`src/rtl/motor_drive_ctrl.sv`:
```
`timescale 1ns/1ps
// motor_drive_ctrl: turns the tracker's 2-bit command into per-wheel PWM and
// H-bridge direction. A dwell timer keeps turn commands from chattering.
// Wheel duties ramp toward their targets once per PWM period. Stop drops both
// duties to zero at once.
module motor_drive_ctrl #(
    parameter int PWM_PERIOD  = 1000,
    parameter int DUTY_W      = 10,
    parameter int DUTY_FAST   = 800,
    parameter int DUTY_SLOW   = 300,
    parameter int RAMP_STEP   = 50,
    parameter int HOLD_CYCLES = 20000
) (
    input  logic       clk,
    input  logic       reset,
    input  logic [1:0] state,
    output logic       left_pwm,
    output logic       right_pwm,
    output logic [1:0] left_motor,
    output logic [1:0] right_motor,
    output logic [1:0] cmd_active
);

    localparam int HOLD_W = $clog2(HOLD_CYCLES + 1);

    localparam logic [DUTY_W-1:0] CNT_MAX  = DUTY_W'(PWM_PERIOD - 1);
    localparam logic [DUTY_W-1:0] CNT_ONE  = DUTY_W'(1);
    localparam logic [DUTY_W-1:0] D_FAST   = DUTY_W'(DUTY_FAST);
    localparam logic [DUTY_W-1:0] D_SLOW   = DUTY_W'(DUTY_SLOW);
    localparam logic [DUTY_W-1:0] D_STEP   = DUTY_W'(RAMP_STEP);
    localparam logic [HOLD_W-1:0] HOLD_MAX = HOLD_W'(HOLD_CYCLES);
    localparam logic [HOLD_W-1:0] HOLD_ONE = HOLD_W'(1);

    // The applied command is the only FSM state; cmd_active exposes it directly.
    typedef enum logic [1:0] {
        CMD_LEFT     = 2'b00,
        CMD_RIGHT    = 2'b01,
        CMD_STRAIGHT = 2'b10,
        CMD_STOP     = 2'b11
    } cmd_e;

    cmd_e              cmd_q, cmd_d, state_cmd;
    logic [HOLD_W-1:0] hold_q, hold_d;
    logic [DUTY_W-1:0] cnt_q, cnt_d;
    logic [DUTY_W-1:0] ldut_q, ldut_d, rdut_q, rdut_d;
    logic [DUTY_W-1:0] ltgt, rtgt;
    logic              lpwm_q, lpwm_d, rpwm_q, rpwm_d;
    logic              boundary;

    assign state_cmd = cmd_e'(state);

    // Move one step toward the target, landing exactly on it and never
    // wrapping below zero.
    function automatic logic [DUTY_W-1:0] ramp(input logic [DUTY_W-1:0] cur,
                                               input logic [DUTY_W-1:0] tgt);
        logic [DUTY_W-1:0] nxt;
        nxt = cur;
        if (tgt > cur) begin
            nxt = (tgt - cur > D_STEP) ? cur + D_STEP : tgt;
        end else if (cur > tgt) begin
            nxt = (cur - tgt > D_STEP) ? cur - D_STEP : tgt;
        end
        return nxt;
    endfunction

    // State register for command, dwell timer, PWM counter, duties and PWM pins.
    always_ff @(posedge clk) begin
        if (reset) begin
            cmd_q  <= CMD_STOP;
            hold_q <= HOLD_MAX;
            cnt_q  <= '0;
            ldut_q <= '0;
            rdut_q <= '0;
            lpwm_q <= 1'b0;
            rpwm_q <= 1'b0;
        end else begin
            cmd_q  <= cmd_d;
            hold_q <= hold_d;
            cnt_q  <= cnt_d;
            ldut_q <= ldut_d;
            rdut_q <= rdut_d;
            lpwm_q <= lpwm_d;
            rpwm_q <= rpwm_d;
        end
    end

    // Command acceptance: stop pre-empts the dwell timer. Any other change
    // waits for the timer to saturate and then restarts it.
    always_comb begin
        cmd_d  = cmd_q;
        hold_d = hold_q;
        if (state_cmd == CMD_STOP && cmd_q != CMD_STOP) begin
            cmd_d  = CMD_STOP;
            hold_d = '0;
        end else if (state_cmd != cmd_q && hold_q >= HOLD_MAX) begin
            cmd_d  = state_cmd;
            hold_d = '0;
        end else if (hold_q < HOLD_MAX) begin
            hold_d = hold_q + HOLD_ONE;
        end
    end

    // Per-wheel duty targets for the command currently applied.
    always_comb begin
        ltgt = '0;
        rtgt = '0;
        case (cmd_q)
            CMD_LEFT:     begin ltgt = D_SLOW; rtgt = D_FAST; end
            CMD_RIGHT:    begin ltgt = D_FAST; rtgt = D_SLOW; end
            CMD_STRAIGHT: begin ltgt = D_FAST; rtgt = D_FAST; end
            default:      begin ltgt = '0;     rtgt = '0;     end
        endcase
    end

    // PWM counter, duty update (ramp only on the wrap cycle, stop forces zero),
    // and PWM compare. The compare uses next-state values, so the registered
    // pin always matches the counter and duty held in the same cycle.
    always_comb begin
        boundary = (cnt_q == CNT_MAX);
        cnt_d    = boundary ? '0 : cnt_q + CNT_ONE;
        ldut_d   = ldut_q;
        rdut_d   = rdut_q;
        if (cmd_q == CMD_STOP) begin
            ldut_d = '0;
            rdut_d = '0;
        end else if (boundary) begin
            ldut_d = ramp(ldut_q, ltgt);
            rdut_d = ramp(rdut_q, rtgt);
        end
        lpwm_d = (cnt_d < ldut_d);
        rpwm_d = (cnt_d < rdut_d);
    end

    assign left_pwm    = lpwm_q;
    assign right_pwm   = rpwm_q;
    assign left_motor  = (ldut_q != '0) ? 2'b10 : 2'b00;
    assign right_motor = (rdut_q != '0) ? 2'b10 : 2'b00;
    assign cmd_active  = cmd_q;

endmodule

```
`config.mk`:
```
export PLATFORM = sky130hd
export DESIGN_NAME = motor_drive_ctrl
export DESIGN_NICKNAME = d
export VERILOG_FILES = /design/src/rtl/motor_drive_ctrl.sv
export SDC_FILE = /design/constraint.sdc
export NUM_CORES = 1
export LEC_CHECK = 0
export ABC_CLOCK_PERIOD_IN_PS = 4500
export CAP_MARGIN = 0
export CORE_ASPECT_RATIO = 0.6
export CORE_MARGIN = 1
export CORE_UTILIZATION = 58
export DETAILED_ROUTE_END_ITERATION = 7
export HOLD_SLACK_MARGIN = 0.12
export PLACE_DENSITY = 0.78
export SYNTH_ARGS = -nofsm -noshare
export SYNTH_HDL_FRONTEND = slang
export SYNTH_SLANG_ARGS = --single-unit
export TNS_END_PERCENT = 30
```
`constraint.sdc`:
```
create_clock -name clk -period 4.5 [get_ports clk]
set_input_delay 0.9 -clock clk [delete_from_list [all_inputs] [get_ports clk]]
set_output_delay 0.9 -clock clk [all_outputs]
set_load 0.02 [all_outputs]
```
==> impl_metrics.json <==
{
  "path_common_cell": "o21ai_1",
  "holdCritPathClass": "reg2reg",
  "portBuffers": 9,
  "cts.path.max_buffers": 2,
  "areaGrowthSynthToFinish_pct": 20.0,
  "power_frac_comb_pct": 54.6,
  "initial_core_util_pct": 60.9,
  "start_kind": "flip-flop",
  "clock_latency_ns": 0.29,
  "tightest_slew_ns": 1.03,
  "cts-buffers-inserted": 5,
  "cp-end-kind": "flip-flop",
  "seq_area_um2": 988,
  "vias": 5878,
  "grt_util_all_layers_pct": 36.3,
  "yosys-top-cells-area": "dfxtp_1 (19%), ha_1 (11%), nand2_1 (4.4%)",
  "whs_endpoint": "cnt_q[0]",
  "min_from": "cnt_q[0]",
  "worstPathArrival_ns": 4.59,
  "die_y_um": 76.0,
  "synth_common_cells": "nand2_1 (62), nor2_1 (61), dfxtp_1 (49), ha_1 (46), nand3_1 (38)",
  "synth_top_area_share_pct": 18.6,
  "power.leakage_nw": 2.52,
  "synthCells": 712,
  "htree_num_levels": 2,
  "hold_buffers": 0,
  "post-route-period-util_pct": 96.8,
  "r2r_slack_ns": 0.15,
  "seq_area_frac_synth_pct": 18.6,
  "path_buf_inv": 2,
  "synth-edff-count": 0,
  "placedInstanceArea_mm2": 0.00586,
  "crit_family": "compound AO/OA/AOI/OAI gates",
  "gr-total-overflow": 0,
  "grt_pass1_wl_um": 27600,
  "min_path_cells": 1,
  "slew_viol_final": 0,
  "multiInputGateArea_mm2": 0.00424,
  "drv_cap": 0,
  "grt_max_degree": 23,
  "critPathSlowestCell": "a2111oi_4",
  "first_global_vias": 5299,
  "p_seq_share_pct": 25.6,
  "ir_drop_uv": 249,
  "sw_frac_of_total_pct": 40.4,
  "cp_slowest_stage_delay_ns": 0.41,
  "synthArstFlopShare_pct": 0,
  "coreArea_mm2": 0.00869,
  "drive_gt1_share_pct": 21.1,
  "synth.distinct_cells": 82,
  "finalNetCount": 814,
  "path_depth": 23,
  "detailed_place_hpwl_um": 13200,
  "gp_congestion": 1.09,
  "fin_setup_tns_ns": 0,
  "power_switching_w": 0.000732,
  "crit_required_ns": 4.73,
  "worstPathMaxFanout": 6,
  "io_pins": 12,
  "synth_ff_type": "dfxtp_1",
  "setup_violations": 0,
  "cts_root_buffer": "clkbuf_16",
  "finalCriticalPeriod_ns": 4.35,
  "r2r_start": "cmd_active[1]",
  "fin_area_mm2": 0.00635,
  "layoutNonFillerInstCount": 875,
  "drc": 0,
  "fmax_ghz": 0.230,
  "firstDrtPassIters": 5,
  "first_iter_violations": 755,
  "ys_ff_latch": 49,
  "cts_tree": "done",
  "r2r_end": "right_pwm",
  "vias_per_cell": 6.72,
  "r2r_cells": 23,
  "synth_area_mm2": 0.00529,
  "ant_nets": 0,
  "place_inst": 857,
  "hold_viol": 0,
  "die_area_mm2": 0.00952,
  "syn_area_per_cell_um2": 7.43,
  "worstPathCellList": "inv_4 -> ha_2 -> inv_2 -> ha_4 -> nor2b_4 -> o21ai_1 -> a2111oi_4 -> mux2i_1 -> a2111o_1 -> and2_4 -> nand2_1 -> a31o_2 -> o221a_2 -> ha_1 -> a21o_1 -> a21oi_2 -> nor2b_1 -> o21ai_1 -> nand2b_1 -> a21oi_1 -> nor2b_1 -> o21ai_1 -> o2111a_1",
  "hold-worst-slack_ns": 0.517,
  "internal-power_w": 0.00108,
  "synth.most_common_cell": "nand2_1",
  "clock-skew-final_ns": 0.00831,
  "n_antenna_cell": 0,
  "yosysTopAreaCell": "dfxtp_1",
  "yosys_warnings": 0,
  "die_x_um": 125,
  "clock_sinks": 49,
  "clkPwrFrac_pct": 19.8,
  "drt-wirelength-per-cell_um": 20.1,
  "fill_cells": 659,
  "clkSlewWorstSetupHoldPaths_ns": 0.06,
  "power.density_mw_per_mm2": 286,
  "max_slew_margin_pct": 31.2,
  "rows": 26,
  "criticalPathCategory": "reg2reg",
  "antenna_found_initial": 0,
  "outcome": "finished, final reports clean",
  "routed_wl_um": 17600
}
## per-layer routing
metal	vias up	GRT usage, %	part of all wire, %
li1	2735	-	-
met1	2783	54.7	46
met2	335	51.4	41
met3	25	9.82	12
met4	0	5.61	0.93
met5	-	0	0
## worst reg2reg max path: stages (launching register included)
cell and delay, ns:
dfxtp_4 0.37, inv_4 0.07, ha_2 0.18, inv_2 0.05
ha_4 0.30, nor2b_4 0.17, o21ai_1 0.12, a2111oi_4 0.41
mux2i_1 0.27, a2111o_1 0.25, and2_4 0.18, nand2_1 0.05
a31o_2 0.25, o221a_2 0.25, ha_1 0.29, a21o_1 0.17
a21oi_2 0.15, nor2b_1 0.07, o21ai_1 0.16, nand2b_1 0.07
a21oi_1 0.12, nor2b_1 0.06, o21ai_1 0.11, o2111a_1 0.19
## cell families (layout without fill, tap and decap cells)
group / count (synthesis) / after routing / synth area share, %
simple gates: 304 / 304 / 29.9
mux: 6 / 6 / 1.14
flops: 49 / 49 / 18.6
buf+inv: 82 / 132 / 6.65
fa+ha+maj: 48 / 48 / 11.6
other cells: 1 / 2 / 0.0709
xor+xnor: 38 / 38 / 6.79
compound gates: 184 / 184 / 25.3
## per-stage QoR
step | worst slack [ns] | utilization [%] | power (W)
4_1_cts | 0.00566 | 69.5 | 0.00169
6_report | 0.145 | 73.1 | 0.00181
5_1_grt | -0.0197 | 73.1 | 0.00190
2_1_floorplan | 0.00230 | - | 0.00102
3_3_place_gp | -0.138 | 67.4 | 0.00130
3_5_place_dp | -0.222 | 67.4 | 0.00131
## sequential cells by signal, summed over array words and instances (netlist names)
signal,cells
hold_q,15
cmd_active,2
right_pwm,1
left_pwm,1
ldut_q,10
rdut_q,10
cnt_q,10
## area by class of cell
| class | instances | area share (%) |
|---|---|---|
| Inverter | 36 | 2.27 |
| Multi-Input combinational cell | 582 | 66.8 |
| Clock buffer | 6 | 2.03 |
| Clock inverter | 2 | 0.158 |
| Timing Repair Buffer | 88 | 11.0 |
| Sequential cell | 49 | 15.6 |
| Tap cell | 112 | 2.21 |
## what timing repair did
item,4_1_cts,5_1_grt
endpoints found under the hold margin,0,0
resized for setup,9,51
buffers inserted,1,9
pin swaps,1,17
setup endpoints to repair,2,2
## power groups by stage
| stage | Combinational [W] | Clock, W | Sequential (W) |
|---|---|---|---|
| final | 0.000989 | 0.000360 | 0.000464 |
| after global placement | 0.000834 | 0 | 0.000471 |
| after floorplan | 0.000543 | 0 | 0.000475 |
| after CTS | 0.000862 | 0.000364 | 0.000463 |
| after detailed placement | 0.000841 | 0 | 0.000473 |
| after global routing | 0.00105 | 0.000383 | 0.000466 |
## how the worst max path moves through the flow
| stage | start | end | slack, ns |
|---|---|---|---|
| detailed placement | cmd_active[0] | left_pwm | -0.22 |
| global placement | cmd_active[0] | left_pwm | -0.14 |
| floorplan | cmd_active[1] | right_pwm | 0.002 |
| CTS | cmd_active[0] | left_pwm | 0.006 |
| finish | cmd_active[1] | right_pwm | 0.15 |
| global route | cmd_active[1] | right_pwm | -0.02 |
## placed cells by master (no fill, tap or decap), drive strengths merged, types with 14 or more instances in the layout
| cell | n |
|---|---|
| buf | 78 |
| nor2 | 63 |
| nand2 | 62 |
| dfxtp | 49 |
| ha | 46 |
| nand3 | 39 |
| a21oi | 35 |
| inv | 35 |
| o21ai | 34 |
| nor3 | 21 |
| xnor2 | 21 |
| nand4 | 20 |
| nor2b | 19 |
| xor2 | 17 |
| nand2b | 14 |
(Power assumes the default switching activity.)
